==> src/rtl/soc_wb_pkg.sv <==
// Shared Wishbone definitions for the SoC: bus widths, RAM window and arbiter FSM states.
`timescale 1ns/1ps
package soc_wb_pkg;

    localparam int unsigned WB_DW = 32;
    localparam int unsigned WB_AW = 32;
    localparam int unsigned WB_SW = WB_DW / 8;

    localparam logic [WB_AW-1:0] RAM_BASE = 32'h4000_0000;
    localparam logic [WB_AW-1:0] RAM_SIZE = 32'h0200_0000;

    typedef enum logic [1:0] {
        ARB_IDLE,
        ARB_GRANT,
        ARB_ABORT
    } wb_arb_state_t;

endpackage

==> src/rtl/rr_pick.sv <==
// Round-robin picker: first set request at or after the pointer, wrapping, as a one-hot vector.
`timescale 1ns/1ps
module rr_pick #(
    parameter int unsigned N = 3,
    localparam int unsigned IW = (N > 1) ? $clog2(N) : 1
) (
    input  logic [N-1:0]  req_i,
    input  logic [IW-1:0] ptr_i,
    output logic [N-1:0]  gnt_o
);

    logic          found;
    logic [IW-1:0] idx;

    always_comb begin
        gnt_o = '0;
        found = 1'b0;
        idx   = '0;
        for (int unsigned i = 0; i < N; i++) begin
            idx = IW'((32'(ptr_i) + i) % N);
            if (!found && req_i[idx]) begin
                gnt_o[idx] = 1'b1;
                found      = 1'b1;
            end
        end
    end

endmodule

==> src/rtl/wb_ram_arbiter.sv <==
// Frame-buffer RAM Wishbone arbiter: bounded-priority video_out port, round-robin for the rest,
// and a watchdog that aborts cycles the slave never answers.
`timescale 1ns/1ps
module wb_ram_arbiter
    import soc_wb_pkg::*;
#(
    parameter int unsigned N_MASTERS   = 3,
    parameter int unsigned HIPRI_PORT  = 0,
    parameter int unsigned HIPRI_BURST = 4,
    parameter int unsigned TIMEOUT     = 255
) (
    input  logic                         p_clk,
    input  logic                         p_resetn,
    input  logic [N_MASTERS-1:0]         m_cyc_i,
    input  logic [N_MASTERS-1:0]         m_stb_i,
    input  logic [N_MASTERS-1:0]         m_we_i,
    input  logic [N_MASTERS-1:0]         m_lock_i,
    input  logic [WB_AW*N_MASTERS-1:0]   m_adr_i,
    input  logic [WB_DW*N_MASTERS-1:0]   m_dat_i,
    input  logic [WB_SW*N_MASTERS-1:0]   m_sel_i,
    output logic [WB_DW-1:0]             m_dat_o,
    output logic [N_MASTERS-1:0]         m_ack_o,
    output logic [N_MASTERS-1:0]         m_err_o,
    output logic [N_MASTERS-1:0]         m_rty_o,
    output logic                         s_cyc_o,
    output logic                         s_stb_o,
    output logic                         s_we_o,
    output logic                         s_lock_o,
    output logic [WB_AW-1:0]             s_adr_o,
    output logic [WB_DW-1:0]             s_dat_o,
    output logic [WB_SW-1:0]             s_sel_o,
    input  logic [WB_DW-1:0]             s_dat_i,
    input  logic                         s_ack_i,
    input  logic                         s_err_i,
    input  logic                         s_rty_i,
    output logic [N_MASTERS-1:0]         grant_o,
    output logic                         abort_o
);

    localparam int unsigned IW = $clog2(N_MASTERS);
    localparam int unsigned WW = $clog2(TIMEOUT + 1);
    localparam int unsigned HW = $clog2(HIPRI_BURST + 2);

    localparam logic [N_MASTERS-1:0] HIPRI_MASK = {{(N_MASTERS-1){1'b0}}, 1'b1} << HIPRI_PORT;
    localparam logic [IW-1:0]        HIPRI_IDX  = IW'(HIPRI_PORT);
    localparam logic [IW-1:0]        RR_RESET   = IW'((HIPRI_PORT + 1) % N_MASTERS);

    wb_arb_state_t state_q, state_d;
    logic [IW-1:0]        owner_q, owner_d;
    logic [IW-1:0]        rr_ptr_q, rr_ptr_d;
    logic [HW-1:0]        hipri_cnt_q, hipri_cnt_d;
    logic [WW-1:0]        wd_cnt_q, wd_cnt_d;
    logic [N_MASTERS-1:0] blocked_q, blocked_d;

    logic [N_MASTERS-1:0] req, req_rr, rr_gnt;
    logic [IW-1:0]        rr_idx;
    logic                 hipri_req, others_req, hipri_win;
    logic                 resp, own_cyc, own_stb, own_lock, stb_act;

    logic [WB_AW-1:0] adr_arr [N_MASTERS];
    logic [WB_DW-1:0] dat_arr [N_MASTERS];
    logic [WB_SW-1:0] sel_arr [N_MASTERS];

    always_comb begin
        for (int k = 0; k < N_MASTERS; k++) begin
            adr_arr[k] = m_adr_i[WB_AW*k +: WB_AW];
            dat_arr[k] = m_dat_i[WB_DW*k +: WB_DW];
            sel_arr[k] = m_sel_i[WB_SW*k +: WB_SW];
        end
    end

    // An aborted master stays masked until it has dropped CYC once.
    assign req        = m_cyc_i & ~blocked_q;
    assign req_rr     = req & ~HIPRI_MASK;
    assign hipri_req  = req[HIPRI_PORT];
    assign others_req = |req_rr;
    assign hipri_win  = hipri_req && (!others_req || (hipri_cnt_q < HW'(HIPRI_BURST)));

    rr_pick #(
        .N(N_MASTERS)
    ) u_rr_pick (
        .req_i(req_rr),
        .ptr_i(rr_ptr_q),
        .gnt_o(rr_gnt)
    );

    always_comb begin
        rr_idx = '0;
        for (int k = 0; k < N_MASTERS; k++) begin
            if (rr_gnt[k]) begin
                rr_idx = IW'(k);
            end
        end
    end

    assign own_cyc  = m_cyc_i[owner_q];
    assign own_stb  = m_stb_i[owner_q];
    assign own_lock = m_lock_i[owner_q];
    assign stb_act  = own_cyc & own_stb;
    assign resp     = s_ack_i | s_err_i | s_rty_i;

    always_comb begin
        state_d     = state_q;
        owner_d     = owner_q;
        rr_ptr_d    = rr_ptr_q;
        hipri_cnt_d = hipri_cnt_q;
        wd_cnt_d    = wd_cnt_q;
        blocked_d   = blocked_q & m_cyc_i;
        unique case (state_q)
            ARB_IDLE: begin
                if (|req) begin
                    state_d  = ARB_GRANT;
                    wd_cnt_d = '0;
                    if (hipri_win) begin
                        owner_d = HIPRI_IDX;
                        if (others_req && (hipri_cnt_q != HW'(HIPRI_BURST))) begin
                            hipri_cnt_d = hipri_cnt_q + 1'b1;
                        end
                    end else begin
                        owner_d     = rr_idx;
                        hipri_cnt_d = '0;
                        rr_ptr_d    = (rr_idx == IW'(N_MASTERS - 1)) ? '0 : rr_idx + 1'b1;
                    end
                end
            end
            ARB_GRANT: begin
                // Release beats timeout; a response beats timeout.
                if (!own_cyc && !own_lock) begin
                    state_d = ARB_IDLE;
                end else if (resp) begin
                    wd_cnt_d = '0;
                end else if (stb_act) begin
                    if (wd_cnt_q == WW'(TIMEOUT)) begin
                        state_d = ARB_ABORT;
                    end else begin
                        wd_cnt_d = wd_cnt_q + 1'b1;
                    end
                end
            end
            ARB_ABORT: begin
                state_d            = ARB_IDLE;
                blocked_d[owner_q] = 1'b1;
            end
            default: state_d = ARB_IDLE;
        endcase
    end

    always_ff @(posedge p_clk or negedge p_resetn) begin
        if (!p_resetn) begin
            state_q     <= ARB_IDLE;
            owner_q     <= '0;
            rr_ptr_q    <= RR_RESET;
            hipri_cnt_q <= '0;
            wd_cnt_q    <= '0;
            blocked_q   <= '0;
        end else begin
            state_q     <= state_d;
            owner_q     <= owner_d;
            rr_ptr_q    <= rr_ptr_d;
            hipri_cnt_q <= hipri_cnt_d;
            wd_cnt_q    <= wd_cnt_d;
            blocked_q   <= blocked_d;
        end
    end

    always_comb begin
        m_dat_o  = '0;
        m_ack_o  = '0;
        m_err_o  = '0;
        m_rty_o  = '0;
        s_cyc_o  = 1'b0;
        s_stb_o  = 1'b0;
        s_we_o   = 1'b0;
        s_lock_o = 1'b0;
        s_adr_o  = '0;
        s_dat_o  = '0;
        s_sel_o  = '0;
        grant_o  = '0;
        abort_o  = 1'b0;
        case (state_q)
            ARB_GRANT: begin
                grant_o[owner_q] = 1'b1;
                s_cyc_o          = own_cyc;
                s_stb_o          = stb_act;
                s_we_o           = m_we_i[owner_q];
                s_lock_o         = own_lock;
                s_adr_o          = adr_arr[owner_q];
                s_dat_o          = dat_arr[owner_q];
                s_sel_o          = sel_arr[owner_q];
                m_dat_o          = s_dat_i;
                m_ack_o[owner_q] = s_ack_i;
                m_err_o[owner_q] = s_err_i;
                m_rty_o[owner_q] = s_rty_i;
            end
            ARB_ABORT: begin
                grant_o[owner_q] = 1'b1;
                m_err_o[owner_q] = 1'b1;
                abort_o          = 1'b1;
            end
            default: ;
        endcase
    end

endmodule

==> config.mk <==
export PLATFORM = sky130hd
export DESIGN_NAME = wb_ram_arbiter
export DESIGN_NICKNAME = d
export VERILOG_FILES = /design/src/rtl/soc_wb_pkg.sv /design/src/rtl/rr_pick.sv /design/src/rtl/wb_ram_arbiter.sv
export SDC_FILE = /design/constraint.sdc
export NUM_CORES = 1
export LEC_CHECK = 0
export CORE_AREA = 2 2 144 146
export CTS_CLUSTER_SIZE = 30
export DETAILED_ROUTE_END_ITERATION = 6
export DIE_AREA = 0 0 146 148
export MAX_ROUTING_LAYER = met4
export SETUP_SLACK_MARGIN = 0.05
export SLEW_MARGIN = 20
export SYNTH_ARGS = -nofsm -noshare
export SYNTH_HDL_FRONTEND = slang
export SYNTH_SLANG_ARGS = --single-unit
==> constraint.sdc <==
create_clock -name p_clk -period 4.2 [get_ports p_clk]
set_input_delay 0.84 -clock p_clk [delete_from_list [all_inputs] [get_ports p_clk]]
set_output_delay 0.84 -clock p_clk [all_outputs]
set_load 0.02 [all_outputs]
==> results.cfg <==
[outcome]
status = finished clean

[clock_tree]
postCtsSetupRepairBufs = 0
cts_resized = 0
cts_tree = built
cts_sinks = 20
clock_latency_ps = 250
path_clk_slew_ps = 60
h-tree-depth = 1
cts_buffers = 3
clockRootBuffer = clkbuf_16
postCtsHoldBufs = 0
clk_path_buf_depth = 2

[logic_synthesis]
synth_area_leader_cell = mux2i_1
synth.most_common_cell = and2_1
synth_top_area_share_pct = 20.8
ys_async_sr_fraction_pct = 100
ys_warn_count = 0
synth.avg_cell_area_sq_um = 6.89
yosysSeqAreaShare_pct = 14.3
syn-cell-area_sq_um = 3510
ys_seq_elements = 20
synth.distinct_cells = 44
synth_edf_count = 0
syn_nets = 772
synthCells = 509
yosys-top-cells-area = mux2i_1, and2_1, dfrtp_1, o21ai_0, nand2_1
yosys_most_used_dff = dfrtp_1
ys_top_cells_by_count = and2_1, nand2_1, o21ai_0

[route]
firstDrtPassIters = 4
route.detailed.drc = 0
ant_nets = 0
routed_via_density = 4.28
vias = 4790
drt_wl_total_um = 18300
dr.first_iter.drc_count = 225
wl_per_cell_um = 16.3

[sta]
setup_tns_ps = 0
fin_crit_ps = 3490
tightestPinTransition_ps = 990
finalSetupViolations = 0
fmax_mhz = 287
slew_violations = 0
rsz0062_at_grt = false
fin_crit_sh_pct = 83.0
relSlewSlack_pct = 33.8
skew_ps = 1.94
hold_violations = 0

[flow_run]
cap_viol_max_count = 0

[floorplanning]
dieArea_sq_um = 21600
die_y_um = 148
ios = 370
coreArea_sq_um = 20000
die_x_um = 146
rows = 52
initial_core_util_pct = 17.5

[placed_design]
dp_hpwl_um = 14500
globalplace.congestion = 0.825
dpl_cell_area_sq_um = 7480
port_buffers = 369

[final_layout]
fin_util_pct = 37.8
fill_cells = 2130
stdcell_area_sq_um = 7570
syn2layout_area_growth_pct = 116
layout-drive-gt1-share_pct = 2.47
num-nets-final = 1114
diodes = 0

[setup_path]
endpoint_kind = output pin
path_class = in -> out
worstPathRequired_ps = 3360
max_stage_delay_ps = 610
crit_fanout = 4
arrival_ps = 2650
critPathBufInv = 2
critPathLaunchType = input pin
slowest_stage = clkdlybuf4s50_1
r2r_slack_ps = 1540
worstPathCellList = clkdlybuf4s50_1 > mux2i_1 > o2bb2ai_2 > and3_1 > clkdlybuf4s50_1
worst_path_most_repeated_cell = clkdlybuf4s50_1
critPathTopFamily = buffers and inverters

[grt]
grt_max_degree = 75
grt_usage_pct = 16.3
antenna_found_initial = 0
grt_pass1_wl_um = 27400
grt_pass1_vias = 4798
overflow = 0

[hold_path]
min_path_type = reg -> reg

[pwr]
power_density_nw_per_um2 = 563
power.total_w = 0.00426
p_leak_nw = 2.69
peakVddDrop_uv = 246
[final cells by class]
cell class / instances / area [sq um] / share of cell area [%]
repair buffers: 375 / 3780 / 49.9
multi-input cells: 437 / 2810 / 37.1
flip-flops and latches: 20 / 507 / 6.70
well taps: 270 / 338 / 4.46
clock buffers: 4 / 88.8 / 1.17
inverters: 14 / 52.6 / 0.694
[cells in the final DEF (no fill, tap or decap), types with 5 or more instances in the layout]
master           instances
ha_1                     9
nand2_1                 83
nand3_1                  8
nor2_1                   7
clkdlybuf4s50_1        369
and3_1                   5
inv_1                   14
dfrtp_1                 17
o21ai_0                 81
nor3_1                   7
and2_1                 106
nand2b_1                 6
nor2b_1                  5
mux2i_1                 73
[flip-flops by register name (all words and copies together) (netlist names)]
| register | cells |
|---|---|
| blocked_q | 3 |
| hipri_cnt_q | 3 |
| owner_q | 2 |
| rr_ptr_q | 2 |
| state_q | 2 |
| wd_cnt_q | 8 |
[tightest hold or removal path, cell delays in order (launching register included)]
cell     delay (ps)
dfrtp_1         340
nand2_1          50
o31ai_1          50
[kinds of logic after synthesis]
logic type	Yosys count	share of synthesized area, %
flops	20	14.3
compound gates	106	17.4
mux	73	20.8
buf+inv	52	5.96
fa+ha+maj	10	3.57
simple gates	248	37.9
[per-stage QoR]
step           std cells  hold WS, ps  setup slack (ps)
2_1_floorplan        509          442              1630
3_3_place_gp        1116          465               718
3_5_place_dp        1116          462               723
4_1_cts             1120          478               706
5_1_grt             1120          507               558
6_report            1120          483               713
[where the power goes]
group          switching, W  leakage, nW  internal (W)
clock network     0.0000759       0.0442      0.000145
registers          0.000119        0.266      0.000234
logic               0.00191         2.38       0.00177
total               0.00211         2.69       0.00215
[path summary, 6_finish.rpt]
check / from / to / cells past startpoint
max: m_stb_i[2] / s_stb_o / 5
min reg2reg: blocked_q[0]$_DFF_PN0_ / blocked_q[0]$_DFF_PN0_ / 2
min: blocked_q[0]$_DFF_PN0_ / blocked_q[0]$_DFF_PN0_ / 2
min in group asynchronous: p_resetn / hipri_cnt_q[1]$_DFFE_PN0P_ / 1
max in group asynchronous: p_resetn / owner_q[1]$_DFFE_PN0P_ / 1
max reg2reg: state_q[1]$_DFFE_PN0P_ / wd_cnt_q[2]$_DFFE_PN0P_ / 7
[per-layer routing]
layer,up-vias,part of all wire (%),wire length [um],GRT usage [%]
li1,2411,-,-,-
met1,2170,43,7790,20.6
met2,194,50,9230,28.4
met3,15,5.9,1070,2.28
met4,0,1.1,195,1.99
met5,-,0,0,-
Power figures use the tool's default switching activity.
